$ cat src/rtl/imem_loader_pkg.sv
// imem_loader shared types: FSM state encoding and frame constants.
// Build option: IMEM_LOADER_CHECKSUM_EN adds a trailing XOR checksum byte.
package imem_loader_pkg;

  localparam int WORD_BYTES = 4;
  localparam int LEN_W      = 16;

  typedef enum logic [2:0] {
    LEN_HI,
    LEN_LO,
    DATA,
    CSUM,
    DONE,
    ERR
  } state_t;

  function automatic logic len_too_big(
    input logic [LEN_W-1:0] len,
    input int unsigned      addr_w
  );
    return 32'(len) > (32'd1 << addr_w);
  endfunction

endpackage

$ cat src/rtl/imem_loader_byte_packer.sv
// Big-endian 4-byte packer; emits a registered word with a one-cycle
// word_valid pulse on the edge after its fourth byte.
module byte_packer
  import imem_loader_pkg::*;
(
  input  logic        clk,
  input  logic        reset,
  input  logic        clear,
  input  logic        take,
  input  logic [7:0]  data,
  output logic        last,
  output logic [31:0] word,
  output logic        word_valid
);

  logic [1:0]  idx;
  logic [23:0] sr;

  assign last = take && (idx == 2'(WORD_BYTES - 1));

  always_ff @(posedge clk) begin
    if (reset) begin
      idx        <= '0;
      sr         <= '0;
      word       <= '0;
      word_valid <= 1'b0;
    end else begin
      word_valid <= 1'b0;
      if (clear) begin
        idx <= '0;
        sr  <= '0;
      end else if (take) begin
        idx <= idx + 2'd1;
        sr  <= {sr[15:0], data};
        if (last) begin
          word       <= {sr, data};
          word_valid <= 1'b1;
        end
      end
    end
  end

endmodule

$ cat src/rtl/imem_loader.sv
// Streams a length-framed byte image into instruction memory, holding the
// core in reset until complete. Option: IMEM_LOADER_CHECKSUM_EN.
module imem_loader
  import imem_loader_pkg::*;
#(
  parameter int ADDR_W = 8
) (
  input  logic              clk,
  input  logic              reset,
  input  logic              start,
  input  logic              in_valid,
  input  logic [7:0]        in_data,
  output logic              in_ready,
  output logic              imem_we,
  output logic [ADDR_W-1:0] imem_waddr,
  output logic [31:0]       imem_wdata,
  output logic              cpu_reset,
  output logic              done,
  output logic              error
);

`ifdef IMEM_LOADER_CHECKSUM_EN
  localparam state_t FIN = CSUM;
`else
  localparam state_t FIN = DONE;
`endif

  state_t            state;
  logic [7:0]        hi;
  logic [LEN_W-1:0]  rem;
  logic [ADDR_W-1:0] addr;
  logic              take;
  logic              rearm;
  logic              last;
  logic [LEN_W-1:0]  len_full;

  assign in_ready = (state == LEN_HI) || (state == LEN_LO)
                 || (state == DATA)   || (state == CSUM);
  assign take     = in_valid && in_ready;
  assign rearm    = start && ((state == DONE) || (state == ERR));
  assign len_full = {hi, in_data};

  byte_packer u_packer (
    .clk        (clk),
    .reset      (reset),
    .clear      (rearm),
    .take       (take && (state == DATA)),
    .data       (in_data),
    .last       (last),
    .word       (imem_wdata),
    .word_valid (imem_we)
  );

`ifdef IMEM_LOADER_CHECKSUM_EN
  logic [7:0] csum;

  always_ff @(posedge clk) begin
    if (reset || rearm) csum <= '0;
    else if (take)      csum <= csum ^ in_data;
  end
`endif

  always_ff @(posedge clk) begin
    if (reset) begin
      state      <= LEN_HI;
      hi         <= '0;
      rem        <= '0;
      addr       <= '0;
      imem_waddr <= '0;
      done       <= 1'b0;
      error      <= 1'b0;
      cpu_reset  <= 1'b1;
    end else begin
      if (rearm) begin
        done      <= 1'b0;
        error     <= 1'b0;
        cpu_reset <= 1'b1;
      end else begin
        done      <= (state == DONE);
        error     <= (state == ERR);
        cpu_reset <= (state != DONE);
      end
      unique case (state)
        LEN_HI: if (take) begin
          hi    <= in_data;
          state <= LEN_LO;
        end
        LEN_LO: if (take) begin
          rem <= len_full;
          if (len_full == '0)
            state <= FIN;
          else if (len_too_big(len_full, ADDR_W))
            state <= ERR;
          else
            state <= DATA;
        end
        DATA: if (last) begin
          imem_waddr <= addr;
          addr       <= addr + 1'b1;
          rem        <= rem - 1'b1;
          if (rem == LEN_W'(1)) state <= FIN;
        end
`ifdef IMEM_LOADER_CHECKSUM_EN
        CSUM: if (take) state <= (in_data == csum) ? DONE : ERR;
`else
        CSUM: state <= ERR;
`endif
        DONE, ERR: if (start) begin
          state <= LEN_HI;
          addr  <= '0;
        end
        default: state <= LEN_HI;
      endcase
    end
  end

endmodule

$ cat config.mk
export PLATFORM = sky130hd
export DESIGN_NAME = imem_loader
export DESIGN_NICKNAME = d
export VERILOG_FILES = /design/src/rtl/imem_loader_pkg.sv /design/src/rtl/imem_loader_byte_packer.sv /design/src/rtl/imem_loader.sv
export SDC_FILE = /design/constraint.sdc
export NUM_CORES = 1
export LEC_CHECK = 0
export BUFFER_PORTS_ARGS = -buffer_cell sky130_fd_sc_hd__buf_2
export CAP_MARGIN = 20
export CORE_MARGIN = 5
export CORE_UTILIZATION = 60
export CTS_CLUSTER_DIAMETER = 40
export DETAILED_ROUTE_END_ITERATION = 8
export GPL_ROUTABILITY_DRIVEN = 0
export PLACE_DENSITY_LB_ADDON = 0.2
export SYNTH_ARGS = -nofsm -noshare
export SYNTH_HDL_FRONTEND = slang
export SYNTH_SLANG_ARGS = --single-unit
$ cat constraint.sdc
create_clock -name clk -period 4 [get_ports clk]
set_input_delay 0 -clock clk [delete_from_list [all_inputs] [get_ports clk]]
set_output_delay 0 -clock clk [all_outputs]
set_load 0.005 [all_outputs]
Word-level counts from Yosys, hierarchy flattened
Cells that the tools add are included.
{ "word_totals": {"reg_bits": 105, "in_bits": 12, "out_inout_bits": 45, "elab_cells": 67} }
{ "classes": {"addsub": 3, "magnitude_cmp": 1, "eq_ne": 13, "n_mux": 15, "n_bitwise": 2, "n_reduce_logical": 21} }
{ "op_table": {"columns": ["cell", "n"], "rows": [
  ["2-to-1 mux 16 bit", 2],
  ["case mux 16 bit (2 select lines)", 1],
  ["2-to-1 mux 3 bit", 7],
  ["== test 16 x 1 -> 1 bit, second input constant", 1],
  ["> comparator 16 x 9 -> 1 bit, second input constant", 1],
  ["zero test 16 bit", 1],
  ["2-to-1 mux 8 bit", 2],
  ["case mux 8 bit (2 select lines)", 1],
  ["subtractor 16 x 1 -> 16 bit, second input constant", 1],
  ["case mux 3 bit (5 select lines)", 1],
  ["AND reduction 3 bit", 3],
  ["adder 8 x 1 -> 8 bit, second input constant", 1],
  ["inequality test 2 bit, second input constant", 4],
  ["== test 3 x 2 -> 1 bit, second input constant", 2],
  ["== test 3 bit, second input constant", 2],
  ["AND reduction 5 bit", 1],
  ["logical AND 1 bit", 4],
  ["logical OR 1 bit", 4],
  ["AND reduction 2 bit", 2],
  ["nonzero test 2 bit", 2],
  ["OR reduction 2 bit", 2],
  ["== test 3 x 1 -> 1 bit, second input constant", 1],
  ["zero test 3 bit", 1],
  ["inequality test 3 bit, second input constant", 1],
  ["other kinds (6)", 7]
]} }

Longest topological paths before layout
{ "logic_depth": {"ltp_word": 9, "mapped_depth": 8, "ltp_nobuf": 7} }

Cells and area by module
From an unflattened synthesis, not the netlist that was laid out.
{ "hier_totals": {"cells_unflattened": 522, "area_unflattened_um2": 4789.6} }
{ "by_module_without_submodules": {"columns": ["module", "instances", "cells_each", "area_per_inst_um2", "seq_area_each_um2"], "rows": [
  ["byte_packer", 1, 230, 2404.8, 1181.1],
  ["imem_loader", 1, 292, 2384.8, 920.9]
]} }

Worst setup path after synthesis
OpenSTA, ideal clock, no wires.
{ "synth_timing": {"path_type": "register -> register", "startpoint": "register rem[0]", "endpoint": "register rem[6]", "setup_time_ps": 115, "t_arrival_ps": 1620, "t_required_ps": 3885, "slack_ps": 2266, "path_stages_with_launch": 8, "path_buffers": 0, "period_less_slack_ps": 1734, "path_cell_list": "dfxtp_1 > inv_1 > ha_1 > or3b_1 > or3_1 > o22ai_1 > a21oi_1 > o21a_1"} }
{ "synth_between": {"elab_chain_len": 3} }
{ "synth_rtl": {"columns": ["element", "line", "rtl"], "rows": [
  ["start, declared", "imem_loader.sv:30", "logic [LEN_W-1:0] rem;"],
  ["start signal, assigned", "imem_loader.sv:89", "rem <= len_full;"],
  ["start signal, assigned", "imem_loader.sv:100", "rem <= rem - 1'b1;"],
  ["subtractor 16 x 1 -> 16 bit", "imem_loader.sv:100", null],
  ["2-to-1 mux 16 bit", "imem_loader.sv:97", "DATA: if (last) begin"],
  ["case mux 16 bit (2 select lines)", "imem_loader.sv:83", "unique case (state)"]
]} }
Every way passes these cells. The select of a mux whose other input is x is not followed.
A chain may end at the register's enable or synchronous reset.

Final worst setup path
{ "layout_timing": {"startpoint": "register state[1]", "endpoint": "register addr[1]"} }
{ "layout_between": {"elab_chain_len": 9, "elab_cells_between_ends": 18, "classes_between": "eq/ne: 7; mux: 1; reduce/logical: 10"} }
{ "layout_rtl": {"columns": ["element", "line", "rtl"], "rows": [
  ["start, declared", "imem_loader.sv:28", "state_t state;"],
  ["start signal, assigned", "imem_loader.sv:65", "state <= LEN_HI;"],
  ["start signal, assigned", "imem_loader.sv:86", "state <= LEN_LO;"],
  ["start signal, assigned", "imem_loader.sv:91", "state <= FIN;"],
  ["== test 3 x 1 -> 1 bit or zero test 3 bit (tied branches)", "imem_loader.sv:37", "assign in_ready = (state == LEN_HI) || (state == LEN_LO)"],
  ["logical OR 1 bit", "imem_loader.sv:37", null],
  ["logical OR 1 bit (2 in series)", "imem_loader.sv:38", "|| (state == DATA) || (state == CSUM);"],
  ["logical AND 1 bit", "imem_loader.sv:39", "assign take = in_valid && in_ready;"],
  ["logical AND 1 bit", "imem_loader.sv:47", ".take (take && (state == DATA)),"],
  ["logical AND 1 bit", "imem_loader_byte_packer.sv:19", "assign last = take && (idx == 2'(WORD_BYTES - 1));"],
  ["inequality test 2 bit (no source line)", null, null],
  ["AND reduction 3 bit (no source line)", null, null],
  ["end signal, assigned", "imem_loader.sv:99", "addr <= addr + 1'b1;"],
  ["end, declared", "imem_loader.sv:31", "logic [ADDR_W-1:0] addr;"]
]} }
Parallel ways exist; a longest one is shown, timed or not.

==> metrics <==
R2R Path Start state[1]; Post-synth top cells 170 x nand2_1, 105 x dfxtp_1, 92 x a21oi_1, 22 x clkbuf_1, 21 x nor2_1; post-synthesis net count 560; total congestion overflow 0; status completed; clk root buf clkbuf_8; netlist area before placement 0.004338 mm²; ANT cells 0; Avg Inst Size Synth approximately 8.0 µm²; Worst Setup Start Kind register; CP Cell Sequence or3b_1 > nor2_2 > buf_4 > nand3_1 > a21oi_1; row count 31; Initial Util 0.6078; sw frac 0.2615; Power, Total 2.091 mW; Required @ worst endpoint 4.29 ns; chip height 95.03 µm; Syn Inst Count 544; Reg2Reg Setup Slack 1.79 ns; Filler Cells Inserted 633; CTS tree built; crit-path max cell delay 0.75 ns; Syn. warnings 0; post-synth top area share 0.4846; crit path kind register to register; largest net degree at the start of global routing 70; layout net count 608; reg2reg path depth 5; Post-Route WL 9756 µm; die footprint 0.009031 mm²; fin crit period 2.211 ns; Sw Pwr 0.5467 mW; vias in the first global route 3466; cts bufs inserted 9; final period utilization 0.5529; synth top area cells dfxtp_1 48%, nand2_1 15%, a21oi_1 11%; worst skew pair latency 0.36 ns; setup repair bufs after CTS 0; synth unique cells 53; min-delay src reset; setup tns final 0 ns; WL per Instance 14.02 µm; post-synth top area cell dfxtp_1; worst vdd rail ir drop 0.0002411 V; Port Buffers 56; DR DRC count 0; clock transition at the registers of the reported paths 0.10 ns; main flop type after synthesis dfxtp_1; layout cell share with drive strength beyond 1 0.1575; Data arrival, critical path 2.51 ns; die width between 90 and 100 µm; worst hold slack 0.003394 ns; Finished Layout Cells 696; Comb power frac 0.115; max_cap viols 0; clock skew 0.01336 ns; initial antenna violation count 0; Iter 0 DRT Violations roughly 160; htree depth 3; Final Max Slew Viols 0; sequential fraction of the synthesis area 0.4846; area grow syn2layout 14.83%; vias 3858; Critical R2R Capture addr[1]; Tot GR Track Use 0.2242; P_leak 1.860 nW; DRT antenna net count 0; worst-path fanout max 41; Slew @ Worst Pin 0.8892 ns; EDFF count, synth 0; PwrDens between 400 and 500 mW/mm²; asr flop ratio synth 0; Seq pwr share 0.528; Hold Violations, Final 0; total clock sinks 105; DPL Wire Length between 6000 and 7000 µm; RSZ-0062 raised after global routing false; DRT Pass-1 Iters 4; Internal 1.544 mW; worst hold path cell count 3; Hold WC Path Type input pin to register; final setup vio count 0; first-pass GRT wire length ~16000 µm; Clk network pwr share 0.357; FMAX 452.2 MHz; Slew HR 0.4026; Bufs on Longest Clock Path 2; Slowest cell on crit path or3b_1; #FFs+latches synth 105; Placed Cells incl. Taps 671; most common cell in the netlist nand2_1; # IOs 57; Hold EP state[0]; ratio of routed vias to standard cells 5.543; Critical Path Start state[1]; CP endpoint kind register; total core area 0.007137 mm²
area by class of cell:
cell class	count	area, µm²	share of cell area
flip-flops and latches	105	2102	0.4220
multi-input cells	396	2053	0.4122
repair buffers	71	432.9	0.08691
clock buffers	10	137.6	0.02763
well taps	99	123.9	0.02487
clock inverters	6	97.59	0.01959
inverters	9	33.78	0.006782
critical path: cells and delay by family, from the launching register on:
kind                   cells  cell delay, ns
AO/OA/AOI/OAI              1            0.15
AND/OR/NAND/NOR            3            1.06
flip-flops                 1            0.55
buffers and inverters      1            0.38
sequential cells by signal (all words and copies together), names as in the netlist:
| signal | count |
|---|---|
| error | 1 |
| rem | 16 |
| cpu_reset | 1 |
| hi | 8 |
| u_packer.word_valid | 1 |
| u_packer.word | 32 |
| done | 1 |
| u_packer.idx | 2 |
| addr | 8 |
| imem_waddr | 8 |
| u_packer.sr | 24 |
| state | 3 |
worst max path at each step:
| stage | to | slack [ns] | cells past startpoint |
|---|---|---|---|
| after detailed placement | addr[1] | 1.80 | 5 |
| after floorplan | rem[6] | 2.27 | 7 |
| final | addr[1] | 1.79 | 5 |
| after CTS | addr[1] | 1.79 | 5 |
| after global routing | u_packer.word[23] | 1.59 | 5 |
| after global placement | rem[14] | 1.87 | 5 |
cells by family after synthesis:
family	synth area share
AND/OR/NAND/NOR	0.2659
buffers and inverters	0.04269
AO/OA/AOI/OAI	0.1852
adder cells (fa/ha/maj)	0.01154
XOR/XNOR	0.01009
flip-flops	0.4846
timing repair:
item,4_1_cts,5_1_grt
hold endpoints to repair,25,0
hold buffers,8,0
gates resized for setup,0,0
through the flow:
stage / util / area (µm²) / worst slack [ns]
after detailed placement: 0.6499 / 4638 / 1.805
after global placement: 0.6499 / 4638 / 1.871
after floorplan: - / 4338 / 2.266
final: 0.6979 / 4981 / 1.789
after CTS: 0.6941 / 4954 / 1.788
after global routing: 0.6979 / 4981 / 1.593
layout by cell type (no fill, tap or decap), types with 6 or more instances in the layout:
master,instances
inv_1,9
nor3_1,15
clkbuf_8,10
dlygate4sd3_1,8
buf_4,6
o21ai_0,10
a21oi_1,92
nand2_1,170
nor2_1,20
nand3_1,6
buf_2,56
or3_1,6
a31oi_1,6
dfxtp_1,105
power by group through the flow:
stage | registers (mW) | clock network, mW | logic, mW
after detailed placement | 1.13 | 0 | 0.227
after floorplan | 1.11 | 0 | 0.187
after global routing | 1.11 | 0.808 | 0.267
after CTS | 1.10 | 0.760 | 0.234
final | 1.10 | 0.746 | 0.241
after global placement | 1.13 | 0 | 0.223
metal layers:
metal,GRT usage,wire length (µm)
met5,0,0
met4,0.08173,155
met3,0.03394,467
met2,0.3764,4852
met1,0.2929,4281
Note: power is estimated with default switching activity, not from simulation.
